File: config.mk
export PLATFORM = sky130hd
export DESIGN_NAME = pwm_duty_sequencer
export DESIGN_NICKNAME = d
export VERILOG_FILES = /design/src/rtl/pwm_duty_sequencer.sv
export SDC_FILE = /design/constraint.sdc
export NUM_CORES = 1
export LEC_CHECK = 0
export CAP_MARGIN = 20
export CELL_PAD_IN_SITES_DETAIL_PLACEMENT = 1
export CELL_PAD_IN_SITES_GLOBAL_PLACEMENT = 2
export CORE_AREA = 5 5 82 84
export DETAILED_ROUTE_END_ITERATION = 10
export DIE_AREA = 0 0 87 89
export GPL_ROUTABILITY_DRIVEN = 0
export PLACE_DENSITY_LB_ADDON = 0.2
export SETUP_SLACK_MARGIN = 0.15
export SLEW_MARGIN = 40
export SYNTH_ARGS = -nofsm -noshare
export SYNTH_HDL_FRONTEND = slang
export SYNTH_SLANG_ARGS = --single-unit
export TNS_END_PERCENT = 50
File: constraint.sdc
create_clock -name clk -period 2.4 [get_ports clk]
set_input_delay 0.48 -clock clk [delete_from_list [all_inputs] [get_ports clk]]
set_output_delay 0.48 -clock clk [all_outputs]
set_load 0.02 [all_outputs]
File: src/rtl/pwm_duty_sequencer.sv
// pwm_duty_sequencer: debounced buttons or a triangular auto-sweep,
// turned into single-cycle duty step pulses for the PWM generator.
module pwm_duty_sequencer #(
    parameter int DB_CYCLES = 16,
    parameter int SWEEP_DIV = 1024,
    parameter int STEPS     = 10,
    parameter int SW        = 4
) (
    input  logic          clk,
    input  logic          rst,
    input  logic          btn_up,
    input  logic          btn_dn,
    input  logic          mode_auto,
    input  logic          run,
    input  logic [2:0]    conf_in,
    output logic          xu_o,
    output logic          xd_o,
    output logic          ena_o,
    output logic [2:0]    conf_o,
    output logic [SW-1:0] duty_step,
    output logic          sweep_dir
);
    localparam int CW = $clog2(DB_CYCLES);
    localparam int PW = $clog2(SWEEP_DIV);
    localparam logic [CW-1:0] DB_LAST  = CW'(DB_CYCLES - 1);
    localparam logic [PW-1:0] PS_LAST  = PW'(SWEEP_DIV - 1);
    localparam logic [SW-1:0] STEP_MAX = SW'(STEPS);

    typedef enum logic [1:0] {
        IDLE,
        RAMP_UP,
        RAMP_DN
    } state_t;

    state_t state_q, state_d;

    // bit 0 = up button, bit 1 = down button
    logic [1:0]         s1_q, s1_d;
    logic [1:0]         s2_q, s2_d;
    logic [1:0]         db_q, db_d;
    logic [1:0]         dbp_q, dbp_d;
    logic [1:0][CW-1:0] cnt_q, cnt_d;

    logic [PW-1:0] presc_q, presc_d;
    logic [SW-1:0] step_q, step_d;
    logic          xu_q, xu_d;
    logic          xd_q, xd_d;
    logic          ena_q, ena_d;
    logic [2:0]    conf_q, conf_d;

    logic req_up, req_dn;
    logic active, tick;
    logic at_max, at_min;

    always_comb begin
        s1_d  = {btn_dn, btn_up};
        s2_d  = s1_q;
        dbp_d = db_q;
        db_d  = db_q;
        cnt_d = cnt_q;
        for (int i = 0; i < 2; i++) begin
            if (s2_q[i] == db_q[i]) begin
                cnt_d[i] = '0;
            end else if (cnt_q[i] == DB_LAST) begin
                db_d[i]  = s2_q[i];
                cnt_d[i] = '0;
            end else begin
                cnt_d[i] = cnt_q[i] + CW'(1);
            end
        end
    end

    assign req_up = db_q[0] & ~dbp_q[0];
    assign req_dn = db_q[1] & ~dbp_q[1];

    assign active = run & mode_auto;
    assign tick   = (state_q != IDLE) && (presc_q == PS_LAST);
    assign at_max = (step_q == STEP_MAX);
    assign at_min = (step_q == '0);

    always_comb begin
        state_d = state_q;
        if (!active) begin
            state_d = IDLE;
        end else begin
            case (state_q)
                IDLE:    state_d = at_max ? RAMP_DN : RAMP_UP;
                RAMP_UP: if (tick && at_max) state_d = RAMP_DN;
                RAMP_DN: if (tick && at_min) state_d = RAMP_UP;
                default: state_d = IDLE;
            endcase
        end
    end

    always_comb begin
        sweep_dir = (state_q == RAMP_DN);
    end

    always_comb begin
        xu_d    = 1'b0;
        xd_d    = 1'b0;
        presc_d = '0;
        step_d  = step_q;
        if (active) begin
            if (state_q != IDLE) begin
                presc_d = tick ? '0 : presc_q + PW'(1);
            end
            if (tick) begin
                unique case (1'b1)
                    state_q == RAMP_UP && !at_max: xu_d = 1'b1;
                    state_q == RAMP_UP &&  at_max: xd_d = 1'b1;
                    state_q == RAMP_DN && !at_min: xd_d = 1'b1;
                    state_q == RAMP_DN &&  at_min: xu_d = 1'b1;
                    default: ;
                endcase
            end
        end else if (run) begin
            // simultaneous requests cancel each other
            xu_d = req_up & ~req_dn & ~at_max;
            xd_d = req_dn & ~req_up & ~at_min;
        end
        if (xu_d) begin
            step_d = step_q + SW'(1);
        end else if (xd_d) begin
            step_d = step_q - SW'(1);
        end
        ena_d  = run;
        conf_d = run ? conf_q : conf_in;
    end

    always_ff @(posedge clk) begin
        if (rst) begin
            state_q <= IDLE;
        end else begin
            state_q <= state_d;
        end
    end

    always_ff @(posedge clk) begin
        if (rst) begin
            s1_q    <= '0;
            s2_q    <= '0;
            db_q    <= '0;
            dbp_q   <= '0;
            cnt_q   <= '0;
            presc_q <= '0;
            step_q  <= '0;
            xu_q    <= 1'b0;
            xd_q    <= 1'b0;
            ena_q   <= 1'b0;
            conf_q  <= '0;
        end else begin
            s1_q    <= s1_d;
            s2_q    <= s2_d;
            db_q    <= db_d;
            dbp_q   <= dbp_d;
            cnt_q   <= cnt_d;
            presc_q <= presc_d;
            step_q  <= step_d;
            xu_q    <= xu_d;
            xd_q    <= xd_d;
            ena_q   <= ena_d;
            conf_q  <= conf_d;
        end
    end

    assign xu_o      = xu_q;
    assign xd_o      = xd_q;
    assign ena_o     = ena_q;
    assign conf_o    = conf_q;
    assign duty_step = step_q;

endmodule

---- Word level (Yosys, flattened, before mapping) ----
Cells that the tools add are included.
cells by class
  reductions and logical operators ........ 22
  equality and inequality tests ........... 10
  multiplexer cells ....................... 14
  add/sub/neg operators ................... 5
  bitwise operators ....................... 17
operators with widths
  kind                                                   count
  adder 4 x 1 -> 4 bit, second input constant            3
  == test 4 bit, second input constant                   3
  adder 10 x 1 -> 10 bit, second input constant          1
  == test 10 bit, second input constant                  1
  inverter 1 bit                                         10
  2-to-1 mux 1 bit                                       8
  2-to-1 mux 4 bit                                       2
  AND 1 bit                                              7
  logical AND 1 bit                                      7
  2-to-1 mux 2 bit                                       3
  case mux 2 bit (3 select lines)                        1
  AND reduction 2 bit                                    3
  OR reduction 2 bit                                     3
  OR reduction 3 bit                                     2
  logical NOT 4 bit                                      1
  nonzero test 2 bit                                     2
  OR reduction 4 bit                                     1
  subtractor 4 x 1 -> 4 bit, second input constant       1
  == test 1 bit                                          2
  == test 2 x 1 -> 1 bit, second input constant          1
  == test 2 bit, second input constant                   1
  logical NOT 1 bit                                      2
  logical NOT 2 bit                                      1
  inequality test 2 x 1 -> 1 bit, second input constant  1
  inequality test 2 bit, second input constant           1
storage, ports and cells
  register bits ........................... 38
  input port bits ......................... 9

---- Logic depth before layout (Yosys ltp) ----
  depth in word-level cells ............... 9
  mapped depth ............................ 10
  gate-level depth less buffers ........... 10

---- Worst setup path after synthesis ----
OpenSTA, ideal clock, no wires.
  path kind ............................... register -> register
  start point ............................. register presc_q[0]
  end point ............................... register step_q[2] (netlist: duty_step[2])
  required time ........................... 2.277 ns
  data arrival time ....................... 2.264 ns
  cell stages (with the launch flop) ...... 11
  clock period less this slack ............ 2.388 ns
  setup time .............................. 0.123 ns
  setup slack ............................. 0.012 ns
  buffers on the path ..................... 0
  path through ............................ dfxtp_1 ha_1 nand3_1 nor4_4 o21ai_2 nand2_1 xnor2_1 ha_1 nor4b_1 o21bai_1 mux2_1
between the ends
  longest elaborated chain between the ends .. 5
  elaborated cells on any way between the ends .. 8
  those cells by class .................... eq/ne (1); mux (5); reduce/logical (2)
RTL lines
  what                                                           line  RTL
  start: declaration                                             44    logic [PW-1:0] presc_q, presc_d;
  start signal: assignment                                       158   presc_q <= presc_d;
  == test 10 bit (*)                                             77    assign tick = (state_q != IDLE) && (presc_q == PS_LAST);
  logical AND 1 bit (*)                                          77
  2-to-1 mux 1 bit                                               108   if (tick) begin
  2-to-1 mux 1 bit                                               104   if (active) begin
  2-to-1 mux 4 bit / nonzero test 2 bit (equally long branches)  n/a
  end signal: assignment                                         159   step_q <= step_d;
  end: declaration                                               45    logic [SW-1:0] step_q, step_d;
Mark *: on every way between the ends. The rest lies on a longest branch, timed or not.
A chain may end at the register's enable or synchronous reset.

---- Worst setup path in the final report ----
  start point ............................. register presc_q[4]
  end point ............................... register step_q[2] (netlist: duty_step[2])
The elaborated chain is that of the path after synthesis.

==> run metrics <==
half-perimeter wire length after detailed placement=3290 µm; worst-path fanout max=6; switching power total=between 0.2 and 0.3 mW; Setup crit start kind=flop; Initial DRT Pass Iterations=4; Max VDD drop=0.262 mV; Final Hold Vio Count=0; initial DRC count=43; worst skew pair latency=0.30 ns; post-route worst setup slack=0.251 ns; power per cell area=about 570 nW/µm²; Synth Instances=195; top cell type's share of synthesized area=42.5%; H-Tree Depth=2; endpoint class of the critical path=flop; Mapped Area=1790 µm²; Max Clk Rate=465 MHz; final setup skew=0.0140 ns; Data arrival, critical path=2.34 ns; Placed Instances=about 300; # nets final=245; layout cells sized above 1=a little under a quarter; post-synthesis register bit count=38; maxcap violations=0; dpl ws=-0.334 ns; Syn Nets=208; leading register cell type out of synthesis=dfxtp_1; Root Buffer=clkbuf_8; total wire length=4400 µm; Worst-path clk slew=0.09 ns; total number of vias=approximately 1500; commonest non-fill, non-tap cells in the layout=nor2_1 (34), dfxtp_1 (31), buf_4 (20), clkdlybuf4s50_1 (17), nor2b_1 (10); TritonCTS Buffers=5; vias in the first global route=about 1600; Reg power frac=47.0%; critical path launch point=presc_q[4]; register area share after synthesis=a little over two fifths; Synth Warn #=0; Area growth syn-to-layout=33.5%; DIE WIDTH=around 87 µm; Mean Syn Cell Area=between 9 and 10 µm²; switch share=roughly 20%; Die ar.=7740 µm²; Slew Limit Fails=0; unrepaired setup endpoints after global routing=true; total track usage=12.1%; die height=89 µm; number of synthesized flops with an enable pin=0; worst hold start=s1_q[0]; core area=5850 µm²; WL/cell=14.3 µm; Tightest Pin Transition=between 0.3 and 0.4 ns; Ant. Diodes=0; ys async rst share=0%; final cell count without fillers=308; initial antenna violation count=0; aggregate global routing overflow=0; R2R Path Start=presc_q[4]; largest net degree at the start of global routing=22; Antenna Nets Post-Route=0; clk buf depth=2; CTS Sinks=38; critical path's largest stage delay=around 0.37 ns; I/O Pins=20; final count of negative-setup-slack endpoints=0; required time of the critical path=~2.6 ns; leading cell type in the layout, fill and taps excluded=nor2_1; period utilisation layout=89.5%; crit path cell chain=nand4_1 > nor4_4 > o21ai_2 > nand2_2 > xnor2_2 > ha_2 > nor4b_2 > o21bai_1 > mux2_1; Starting Density=30.6%; Netlist cell types=47; vias per cell=4.83; cell row count=28; Pint=roughly 1.1 mW; clock share of power=about 49%; Hold-fix buffers, CTS=0; IO buf count=19; setup TNS=0 ns; critical path type=flop to flop; Hold Path Class=flop to flop; Pleak=0.896 nW; CP max-delay cell=dfxtp_4; Logic pwr share=4.5%; Tmin final=2.15 ns; cell taking the most area after synthesis=dfxtp_1; global-route wire length before repair=roughly 7300 µm; DRC viols=0; status=finished clean; max_slew headroom=around three quarters; TritonCTS clock tree=done; main area contributors after synthesis=dfxtp_1 (42%), nor2_1 (7.1%), mux2i_1 (3.9%)
[cells in the mapped netlist (2+ instances only)]
library cell and count:
dfxtp_1 38, nor2_1 34, nor2b_1 10, xor2_1 8
inv_1 7, mux2i_1 7, xnor2_1 7, a21oi_1 6
nand2_1 6, nand3_1 6, clkbuf_1 4, ha_1 4
nand2b_1 4, o21ai_0 4, a211oi_1 3, and3_1 3
nand4_1 3, nor3b_1 3, or3_1 3, and4_1 2
buf_2 2, mux2_1 2, nand4bb_1 2, o211ai_1 2
o2bb2ai_1 2, or2_2 2
[worst paths after layout]
path / end / slack [ns] / cells past startpoint
worst max-delay path: duty_step[2] / 0.25 / 9
worst min-delay path: s2_q[0] / 0.45 / 1
worst max register to register: duty_step[2] / 0.25 / 9
worst min register to register: s2_q[0] / 0.45 / 1
[per-layer routing]
metal / GRT usage [%] / wire (µm) / up-vias
li1: - / - / 742
met1: 14.1 / 1930 / 726
met2: 21.5 / 2280 / 16
met3: 3.32 / 124 / 5
met4: 3.82 / 57 / 0
met5: 0 / 0 / -
[area by class of cell]
type	count	area, µm²
repair buffers	39	339
inverters	7	26.3
flip-flops and latches	38	777
multi-input cells	141	1020
clock buffers	5	68.8
fillers	664	3460
clock inverters	3	68.8
well taps	75	93.8
[per-stage QoR]
| step | power, mW | hold WS, ns | utilization (%) | cell area [µm²] |
|---|---|---|---|---|
| after CTS | 1.38 | 0.455 | 39.5 | 2310 |
| final | 1.36 | 0.446 | 40.8 | 2390 |
| after detailed placement | 0.722 | 0.432 | 37.0 | 2170 |
| after global routing | 1.41 | 0.470 | 40.8 | 2390 |
| after floorplan | 0.689 | 0.414 | - | 1820 |
| after global placement | 0.719 | 0.429 | 37.0 | 2170 |
[power by group through the flow]
stage | clock network [mW] | logic, mW | registers [mW]
floorplan | 0 | 0.0274 | 0.662
global placement | 0 | 0.0610 | 0.658
detailed placement | 0 | 0.0624 | 0.659
CTS | 0.674 | 0.0614 | 0.644
global route | 0.705 | 0.0660 | 0.643
finish | 0.661 | 0.0609 | 0.641
[kinds of logic after synthesis]
| family | Yosys count | share of synthesized area [%] |
|---|---|---|
| AO/OA/AOI/OAI | 27 | 11.5 |
| XOR/XNOR | 15 | 7.34 |
| adder cells (fa/ha/maj) | 4 | 2.80 |
| buffers and inverters | 16 | 4.12 |
| flip-flops | 38 | 42.5 |
| multiplexers | 9 | 5.17 |
| AND/OR/NAND/NOR | 86 | 26.6 |
[registers in the layout, indices dropped and copies added, names as in the netlist]
register,count
presc_q,10
xd_o,1
dbp_q,2
s2_q,2
state_q,2
s1_q,2
db_q,2
cnt_q,8
xu_o,1
duty_step,4
conf_o,3
ena_o,1
[critical path: cells and delay by family, from the launching register on]
family                   cells  cell delay, ns
flip-flops                   1            0.37
AO/OA/AOI/OAI                2            0.22
AND/OR/NAND/NOR              4            0.88
multiplexers                 1            0.32
adder cells (fa/ha/maj)      1            0.19
XOR/XNOR                     1            0.06
[repair_timing]
action                     in CTS  in global routing
setup endpoints to repair       1                  1
resized for setup               2                 18
buffers inserted                1                  3
pin swaps                       1                  7
No activity file was read; power rests on OpenSTA's default activity.
